`src/rtl/ddr_rd_arb_pkg.sv`:
```
// Shared types and constants for the DDR read-port arbiter.
package ddr_rd_arb_pkg;

  typedef enum logic [1:0] {
    StIdle  = 2'b00,
    StBurst = 2'b01,
    StDone  = 2'b10
  } state_e;

  localparam int unsigned LEN_WIDTH = 16;

  function automatic int unsigned bytes_per_word(input int unsigned data_width);
    return data_width / 8;
  endfunction

endpackage

```
`src/rtl/rr_pick.sv`:
```
// Combinational round-robin selector: first set request at or above rr_ptr, with wrap.
module rr_pick #(
  parameter int unsigned NUM_REQ = 3,
  parameter int unsigned IDX_W   = (NUM_REQ > 1) ? $clog2(NUM_REQ) : 1
) (
  input  logic [NUM_REQ-1:0] req,
  input  logic [IDX_W-1:0]   rr_ptr,
  output logic [IDX_W-1:0]   grant,
  output logic               any_req
);

  logic [IDX_W-1:0] cand;

  always_comb begin
    grant   = '0;
    any_req = 1'b0;
    cand    = '0;
    // Scan from the farthest offset inward so the nearest request to rr_ptr wins.
    for (int i = NUM_REQ - 1; i >= 0; i--) begin
      cand = IDX_W'((32'(rr_ptr) + 32'(i)) % NUM_REQ);
      if (req[cand]) begin
        grant   = cand;
        any_req = 1'b1;
      end
    end
  end

endmodule

```
`src/rtl/ddr_rd_arbiter.sv`:
```
// Round-robin burst arbiter sharing one DDR read port between NUM_REQ loaders.
// Optional burst watchdog enabled by defining DDR_RD_ARB_TIMEOUT_EN.
module ddr_rd_arbiter
  import ddr_rd_arb_pkg::*;
#(
  parameter int unsigned NUM_REQ        = 3,
  parameter int unsigned ADDR_WIDTH     = 32,
  parameter int unsigned DATA_WIDTH     = 64,
  parameter int unsigned TIMEOUT_CYCLES = 1024
) (
  input  logic                          clk,
  input  logic                          reset,
  input  logic [NUM_REQ-1:0]            req_valid,
  input  logic [NUM_REQ*ADDR_WIDTH-1:0] req_addr,
  input  logic [NUM_REQ*LEN_WIDTH-1:0]  req_len,
  output logic [NUM_REQ-1:0]            req_ready,
  output logic [NUM_REQ-1:0]            rsp_valid,
  output logic                          rsp_last,
  output logic [DATA_WIDTH-1:0]         rsp_data,
  output logic                          busy,
  output logic                          ddr_rd_req,
  output logic [ADDR_WIDTH-1:0]         ddr_rd_addr,
  input  logic                          ddr_rd_valid,
  input  logic [DATA_WIDTH-1:0]         ddr_rd_data,
  output logic                          timeout_err
);

  localparam int unsigned IDX_W = (NUM_REQ > 1) ? $clog2(NUM_REQ) : 1;
  localparam logic [ADDR_WIDTH-1:0] Step = ADDR_WIDTH'(bytes_per_word(DATA_WIDTH));

  state_e                  state_q, state_d;
  logic [IDX_W-1:0]        rr_ptr_q, rr_ptr_d;
  logic [IDX_W-1:0]        grant_q, grant_d;
  logic [IDX_W-1:0]        pick_idx;
  logic                    pick_any;
  logic [NUM_REQ-1:0]      req_masked;
  logic [LEN_WIDTH-1:0]    len_q, len_d;
  logic [LEN_WIDTH-1:0]    cnt_q, cnt_d;
  logic [LEN_WIDTH-1:0]    sel_len;
  logic [ADDR_WIDTH-1:0]   addr_q, addr_d;
  logic [ADDR_WIDTH-1:0]   sel_addr;
  logic [NUM_REQ-1:0]      req_ready_q, req_ready_d;
  logic [NUM_REQ-1:0]      rsp_valid_q, rsp_valid_d;
  logic                    rsp_last_q, rsp_last_d;
  logic [DATA_WIDTH-1:0]   rsp_data_q, rsp_data_d;
  logic                    busy_q, busy_d;
  logic                    ddr_req_q, ddr_req_d;

`ifdef DDR_RD_ARB_TIMEOUT_EN
  localparam logic [LEN_WIDTH-1:0] TimeoutLim = LEN_WIDTH'(TIMEOUT_CYCLES);
  logic [LEN_WIDTH-1:0] wdog_q, wdog_d;
  logic                 tmo_q, tmo_d;
`endif

  function automatic logic [IDX_W-1:0] next_ptr(input logic [IDX_W-1:0] g);
    return (32'(g) == NUM_REQ - 1) ? '0 : g + 1'b1;
  endfunction

  // A requester still sees its ready pulse this cycle and may hold valid; don't regrant it.
  assign req_masked = req_valid & ~req_ready_q;

  rr_pick #(
    .NUM_REQ(NUM_REQ),
    .IDX_W  (IDX_W)
  ) u_rr_pick (
    .req    (req_masked),
    .rr_ptr (rr_ptr_q),
    .grant  (pick_idx),
    .any_req(pick_any)
  );

  assign sel_addr = req_addr[32'(pick_idx) * ADDR_WIDTH +: ADDR_WIDTH];
  assign sel_len  = req_len[32'(pick_idx) * LEN_WIDTH +: LEN_WIDTH];

  always_comb begin
    state_d     = state_q;
    rr_ptr_d    = rr_ptr_q;
    grant_d     = grant_q;
    len_d       = len_q;
    cnt_d       = cnt_q;
    addr_d      = addr_q;
    req_ready_d = '0;
    rsp_valid_d = '0;
    rsp_last_d  = 1'b0;
    rsp_data_d  = rsp_data_q;
    busy_d      = busy_q;
    ddr_req_d   = ddr_req_q;
`ifdef DDR_RD_ARB_TIMEOUT_EN
    wdog_d      = '0;
    tmo_d       = 1'b0;
`endif
    case (state_q)
      StIdle: begin
        if (pick_any) begin
          grant_d               = pick_idx;
          len_d                 = sel_len;
          cnt_d                 = '0;
          req_ready_d[pick_idx] = 1'b1;
          if (sel_len != '0) begin
            ddr_req_d = 1'b1;
            addr_d    = sel_addr;
            busy_d    = 1'b1;
            state_d   = StBurst;
          end else begin
            rr_ptr_d = next_ptr(pick_idx);
          end
        end
      end
      StBurst: begin
        if (ddr_rd_valid) begin
          rsp_data_d           = ddr_rd_data;
          rsp_valid_d[grant_q] = 1'b1;
          addr_d               = addr_q + Step;
          cnt_d                = cnt_q + 1'b1;
          if (cnt_q == len_q - 1'b1) begin
            rsp_last_d = 1'b1;
            ddr_req_d  = 1'b0;
            state_d    = StDone;
          end
        end
`ifdef DDR_RD_ARB_TIMEOUT_EN
        else if (wdog_q + 1'b1 == TimeoutLim) begin
          ddr_req_d  = 1'b0;
          tmo_d      = 1'b1;
          rsp_last_d = 1'b1;
          state_d    = StDone;
        end else begin
          wdog_d = wdog_q + 1'b1;
        end
`endif
      end
      StDone: begin
        busy_d   = 1'b0;
        rr_ptr_d = next_ptr(grant_q);
        state_d  = StIdle;
      end
      default: state_d = StIdle;
    endcase
  end

  always_ff @(posedge clk or negedge reset) begin
    if (!reset) begin
      state_q     <= StIdle;
      rr_ptr_q    <= '0;
      grant_q     <= '0;
      len_q       <= '0;
      cnt_q       <= '0;
      addr_q      <= '0;
      req_ready_q <= '0;
      rsp_valid_q <= '0;
      rsp_last_q  <= 1'b0;
      rsp_data_q  <= '0;
      busy_q      <= 1'b0;
      ddr_req_q   <= 1'b0;
`ifdef DDR_RD_ARB_TIMEOUT_EN
      wdog_q      <= '0;
      tmo_q       <= 1'b0;
`endif
    end else begin
      state_q     <= state_d;
      rr_ptr_q    <= rr_ptr_d;
      grant_q     <= grant_d;
      len_q       <= len_d;
      cnt_q       <= cnt_d;
      addr_q      <= addr_d;
      req_ready_q <= req_ready_d;
      rsp_valid_q <= rsp_valid_d;
      rsp_last_q  <= rsp_last_d;
      rsp_data_q  <= rsp_data_d;
      busy_q      <= busy_d;
      ddr_req_q   <= ddr_req_d;
`ifdef DDR_RD_ARB_TIMEOUT_EN
      wdog_q      <= wdog_d;
      tmo_q       <= tmo_d;
`endif
    end
  end

  assign req_ready   = req_ready_q;
  assign rsp_valid   = rsp_valid_q;
  assign rsp_last    = rsp_last_q;
  assign rsp_data    = rsp_data_q;
  assign busy        = busy_q;
  assign ddr_rd_req  = ddr_req_q;
  assign ddr_rd_addr = addr_q;
`ifdef DDR_RD_ARB_TIMEOUT_EN
  assign timeout_err = tmo_q;
`else
  assign timeout_err = 1'b0;
`endif

endmodule

```
`config.mk`:
```
export PLATFORM = sky130hd
export DESIGN_NAME = ddr_rd_arbiter
export DESIGN_NICKNAME = d
export VERILOG_FILES = /design/src/rtl/ddr_rd_arb_pkg.sv /design/src/rtl/rr_pick.sv /design/src/rtl/ddr_rd_arbiter.sv
export SDC_FILE = /design/constraint.sdc
export NUM_CORES = 1
export LEC_CHECK = 0
export CAP_MARGIN = 10
export CORE_MARGIN = 2
export CORE_UTILIZATION = 40
export CTS_CLUSTER_SIZE = 10
export DETAILED_ROUTE_END_ITERATION = 7
export PLACE_DENSITY = 0.77
export SETUP_SLACK_MARGIN = 0.15
export SLEW_MARGIN = 20
export SYNTH_ARGS = -nofsm -noshare
export SYNTH_HDL_FRONTEND = slang
export SYNTH_SLANG_ARGS = --single-unit
```
`constraint.sdc`:
```
create_clock -name clk -period 2.43 [get_ports clk]
set_input_delay 0.486 -clock clk [delete_from_list [all_inputs] [get_ports clk]]
set_output_delay 0.486 -clock clk [all_outputs]
set_load 0.05 [all_outputs]
```
# Word-level counts from Yosys, hierarchy flattened
# Index checks and enable logic that the tools add are counted.
[totals] ff_bits=143 inputBits=214 out_inout_bits=106 wordCells=103
[classes] n_addsub=7 div_mod_pow=3 order_cmp=7 eq_ne=10 n_shift=2 mux=46 n_bitwise=2 reduce_logical=14
[ops] operator="$mux 32" count=3
[ops] operator="$shiftx 96x8->32" count=1
[ops] operator="$mod 32x2->32 const B" count=2
[ops] operator="$pmux 32 s2" count=1
[ops] operator="$shiftx 48x7->16" count=1
[ops] operator="$add 32x4->32 const B" count=1
[ops] operator="$mod 2x2->32 const B" count=1
[ops] operator="$mux 16" count=2
[ops] operator="$pmux 16 s2" count=1
[ops] operator="$mux 2" count=11
[ops] operator="$add 16x1->16 const B" count=1
[ops] operator="$eq 16x16->1" count=1
[ops] operator="$reduce_bool 16->1" count=1
[ops] operator="$sub 16x1->16 const B" count=1
[ops] operator="$lt 2x3->1 const B" count=5
[ops] operator="$mux 1" count=15
[ops] operator="$mux 3" count=4
[ops] operator="$ne 2x2->1 const B" count=5
[ops] operator="$reduce_and 3->1" count=3
[ops] operator="$pmux 2 s2" count=2
[ops] operator="$reduce_and 4->1" count=2
[ops] operator="$bmux 1 s2" count=3
[ops] operator="$eq 2x2->1 const B" count=3
[ops] operator="$reduce_and 5->1" count=1
[ops] operator="13 further kinds" count=20

# Logic depth before layout (Yosys ltp)
[logic_depth] word_depth=13 ltp_mapped=11 mapped_depth_nobuf=9

# By module
# Synthesis repeated with hierarchy kept, for this count alone.
[hier_totals] cells_unflattened=954 hier_area_um2=8062.7
[modules_own_cells] mod="ddr_rd_arbiter" n_inst=1 cells_each=925 area_per_inst_um2=7840.0 seq_area_each_um2=3578.4
[modules_own_cells] mod="rr_pick" n_inst=1 cells_each=29 area_per_inst_um2=222.7 seq_area_each_um2=0.0

# Worst setup path before layout
# OpenSTA, ideal clock, no wires.
[synth_timing] path_kind="reg-to-reg" start="register req_ready_q[0], in the netlist req_ready[0]" end="register addr_q[15], in the netlist ddr_rd_addr[15]" setup_time_ns=0.126 arrival_ns=2.314 required_time_ns=2.304 slack_ns=-0.010 path_stages_with_launch=9 path_buffers=2 period_less_slack_ns=2.440 cell_sequence="dfrtp_1 nand2b_4 maj3_2 o211a_1 buf_2 o31ai_4 a21oi_2 buf_6 o32a_1"
[synth_between] elab_chain_cells=11 word_cells_on_any_way=23 classes_between="2 x eq/ne; 2 x shift; 15 x mux; 2 x bitwise; 2 x reduce/logical"
[synth_rtl] element="start: declaration" line_no="ddr_rd_arbiter.sv:42" source="logic [NUM_REQ-1:0] req_ready_q, req_ready_d;"
[synth_rtl] element="start signal: assignment" line_no="ddr_rd_arbiter.sv:166" source="req_ready_q <= req_ready_d;"
[synth_rtl] element="$not 3->3 *" line_no="ddr_rd_arbiter.sv:60" source="assign req_masked = req_valid & ~req_ready_q;"
[synth_rtl] element="$and 3x3->3 *" line_no="ddr_rd_arbiter.sv:60"
[synth_rtl] element="$bmux 1 s2" line_no="rr_pick.sv:21" source="if (req[cand]) begin"
[synth_rtl] element="$mux 1 (not written as such)" line_no="rr_pick.sv:21"
[synth_rtl] element="$mux 2 (3 in a row)" line_no="rr_pick.sv:21"
[synth_rtl] element="$shiftx 48x7->16 or $shiftx 96x8->32 (tied branches)" line_no="ddr_rd_arbiter.sv:73, ddr_rd_arbiter.sv:72"
[synth_rtl] element="$reduce_bool 16->1 or $mux 32 (tied branches)" line_no="ddr_rd_arbiter.sv:99" source="if (sel_len != '0) begin"
[synth_rtl] element="$ne 2x2->1 (no line) or $mux 32 (tied branches)"
[synth_rtl] element="$reduce_and 4->1 (no line) or $pmux 32 s2 (tied branches)"
[synth_rtl] element="end signal: assignment" line_no="ddr_rd_arbiter.sv:165" source="addr_q <= addr_d;"
[synth_rtl] element="end: declaration" line_no="ddr_rd_arbiter.sv:40" source="logic [ADDR_WIDTH-1:0] addr_q, addr_d;"
# Every way passes the cells marked *; elsewhere a longest branch is shown, timed or not. The select of a mux whose other input is x is not followed.
# A chain may end at the register's enable or synchronous reset.

# Final worst setup path
[layout_timing] start="register rr_ptr_q[0]" end="register addr_q[23], in the netlist ddr_rd_addr[23]"
[layout_between] elab_chain_cells=11 word_cells_on_any_way=26 classes_between="2 x add/sub; 3 x div; 2 x eq/ne; 2 x shift; 15 x mux; 2 x reduce/logical"
[layout_rtl] element="start: declaration" line_no="ddr_rd_arbiter.sv:32" source="logic [IDX_W-1:0] rr_ptr_q, rr_ptr_d;"
[layout_rtl] element="start signal: assignment" line_no="ddr_rd_arbiter.sv:161" source="rr_ptr_q <= rr_ptr_d;"
[layout_rtl] element="$add 2x2->3" line_no="rr_pick.sv:20" source="cand = IDX_W'((32'(rr_ptr) + 32'(i)) % NUM_REQ);"
[layout_rtl] element="$mod 32x2->32" line_no="rr_pick.sv:20"
[layout_rtl] element="$bmux 1 s2" line_no="rr_pick.sv:21"
[layout_rtl] element="$mux 1 (not written as such)" line_no="rr_pick.sv:21"
[layout_rtl] element="$mux 2 (3 in a row)" line_no="rr_pick.sv:21"
[layout_rtl] element="$shiftx 48x7->16 or $shiftx 96x8->32 (tied branches)" line_no="ddr_rd_arbiter.sv:73, ddr_rd_arbiter.sv:72"
[layout_rtl] element="$reduce_bool 16->1 or $mux 32 (tied branches)" line_no="ddr_rd_arbiter.sv:99"
[layout_rtl] element="$ne 2x2->1 (no line) or $mux 32 (tied branches)"
[layout_rtl] element="$reduce_and 4->1 (no line) or $pmux 32 s2 (tied branches)"
# Several ways; a longest one is shown, not always the timed one. The select of a mux whose other input is x is not followed.

==> reports/metrics.yaml <==
detailed_routing:
  routedWlPerCell_um: 19.4
  route.detailed.drc: 0
  drt-total-wl_mm: 31.9
  drt-pass1-iter-count: 5
  ant_nets: 0
  vias: 9142
  vias_per_cell: 5.56
  initialDrtViolationCount: 830
final_layout:
  final_cell_mix: "clkdlybuf4s50_1, nand2_1, dfrtp_1"
  num_antenna_cells: 0
  final_cells: 1645
  final_area_um2: 14100
  fin_nets: 1581
  drive_gt1_frac: 0.199
  synthToLayoutAreaGrowth_pct: 73.4
  mostFrequentLayoutCell: "clkdlybuf4s50_1"
synth:
  ys_seq_area_frac: 0.441
  async_reset_ff_frac: 1.00
  synth_fp_nets: 1179
  ys.flop_type: "dfrtp_1"
  yosys.cell_types.count: 75
  synth_edf_count: 0
  syn_inst: 960
  synth.cell_area_um2: 8120
  synth_area_leaders: "dfrtp_1, nand2_1, mux2i_1"
  yosys_warnings: 0
  synth_area_per_cell_um2: 8.45
  yosysTopAreaCellShare: 0.441
  ys_ff_latch: 143
  yosys.area.top_type: "dfrtp_1"
clocking:
  tritoncts: "yes"
  clock_path_buffers: 2
  cts-root-buf: "clkbuf_16"
  clk_pin_slew_ps: 70
  clk_latency_ps: 420
  cts_sinks: 143
  cts_buffers: 17
  htree_levels: 4
power_and_ir_drop:
  p_per_area_nw_per_um2: 1180
  vdd_ir_drop_max_mv: 0.774
  power_mw: 16.6
  p_leak_nw: 6.14
status:
  status: "finished, violations left"
  failed_checks: "setup timing"
worst_setup_path:
  rr_worst_depth: 9
  worstSetupPathType: "flip-flop to flip-flop"
  r2r_slack_ps: -210
  r2r_start: "rr_ptr_q[0]"
  startpoint_type: "flip-flop"
  cp_data_required_time_ps: 2740
  slowest_stage: "dfrtp_2"
  crit_arrival_ps: 2950
  rr_endpoint: "ddr_rd_addr[23]"
  path_max_fanout: 8
  slowest_delay_ps: 450
  cp-end-kind: "flip-flop"
  crit_chain: "inv_2 > ha_4 > maj3_2 > o211a_4 > o31ai_4 > a21oi_4 > buf_12 > buf_8 > o32a_1"
die:
  die_x_um: 146
  core_area_um2: 20000
  dieArea_um2: 21400
  rows: 52
  initial_utilization: 0.405
  die_h_um: 146
  ioPinCount: 320
worst_hold_path:
  hold_end: "rsp_data[11]"
  worstHoldStart: "rsp_data[11]"
  hold_class: "flip-flop to flip-flop"
  min_path_cells: 2
sta:
  rsz0062_at_grt: "true"
  slew_headroom: 0.592
  setup_slack_ps: -211
  skew_ps: 9.12
  finalSetupViolations: 41
  fmax_ghz: 0.379
  hold_violations: 0
  tightest_slew_ps: 612
  slew_violations: 0
  fin_crit_ps: 2640
  finalCritPeriodShare: 1.09
  tns_ps: -3290
job:
  cap_violations: 0
grt:
  grt_pass1_vias: 8761
  antenna_found_initial: 0
  overflow: 0
  grt_usage: 0.265
  grt_pass1_wl_mm: 45.5
  grt_max_degree: 77
placed_design:
  preCtsSetupSlack_ps: -505
  gp_congestion: 0.863
  dpl.cell_count: 1562
  io_buffer_count: 318
  post_dp_cell_area_um2: 12100
  hpwl_mm: 20.1
-- stage by stage --
stage	hold slack, ps	util
after floorplan	190	-
after global placement	411	0.605
after detailed placement	415	0.605
after CTS	477	0.668
after global routing	499	0.702
final	471	0.702
-- flip-flops by register name, indices dropped and copies added (netlist names), 2 cells and up --
name / count
ddr_rd_addr: 32
len_q: 16
rr_ptr_q: 2
state_q: 2
rsp_valid: 3
cnt_q: 16
req_ready: 3
grant_q: 2
rsp_data: 64
-- cell type report --
cell class                      count  area, µm²
Fill cell                        1505       5970
Multi-Input combinational cell    743       4770
Timing Repair Buffer              443       4740
Sequential cell                   143       3590
Clock buffer                       18        439
Tap cell                          270        338
Clock inverter                     14        148
Inverter                           14       52.6
-- how the worst max path moves through the flow --
stage	startpoint	end	slack (ps)	cells after the start
floorplan	rr_ptr_q[1]	ddr_rd_addr[8]	150	10
global placement	req_valid[0]	ddr_rd_addr[22]	-440	10
detailed placement	req_valid[0]	ddr_rd_addr[19]	-510	10
CTS	rr_ptr_q[0]	ddr_rd_addr[8]	-70	11
global route	rr_ptr_q[0]	ddr_rd_addr[3]	-250	9
finish	rr_ptr_q[0]	ddr_rd_addr[23]	-210	9
-- cells in the mapped netlist, types with 5 or more instances --
cell      count
nand4_1      13
and3_1       10
ha_1          5
a211oi_1      9
nor3_1       10
and4_1        6
a211o_1       7
xnor2_1      17
clkbuf_1     44
nand2_1     242
nor3b_1       5
xor2_1       12
nor4_1       18
o21ai_0      64
a21oi_1      58
dfrtp_1     143
nand2b_1      6
buf_2         9
inv_1        14
nand3_1      30
mux2i_1      53
a31oi_1      12
nor2_1       77
a21o_1        6
and2_1        5
-- cell families (layout without fill, tap and decap cells) --
kind of cell,Yosys count,in the layout,share of synthesized area
simple gates,445,445,0.247
compound gates,206,206,0.164
flops,143,143,0.441
buf+inv,74,489,0.0384
mux,56,56,0.0695
xor+xnor,29,29,0.0313
fa+ha+maj,6,6,0.00910
other cells,1,1,0.000462
-- power by group --
group	internal (mW)	switching, mW
logic	4.23	5.79
clock network	1.47	1.16
registers	3.16	0.815
total	8.87	7.76
-- critical path, delay by kind of cell, from the launching register on --
kind	cells	cell delay [ps]
compound gates	4	1050
fa+ha+maj	2	600
buf+inv	3	420
flops	1	450
-- repair_timing --
action                                 CTS  global route
setup endpoints to repair               62            89
pin swaps                               43            35
gates resized for setup                121           116
cloned                                   6             7
endpoints found under the hold margin   33             0
hold buffers                             1             0
buffers inserted                        22            15
-- layer usage --
metal	vias to the layer above	global-route usage	share of wire
met5	-	0	0
met4	0	0.0961	0.036
met3	96	0.0553	0.064
met2	431	0.469	0.52
met1	4438	0.320	0.38
li1	4177	-	-
(Power assumes the default switching activity.)
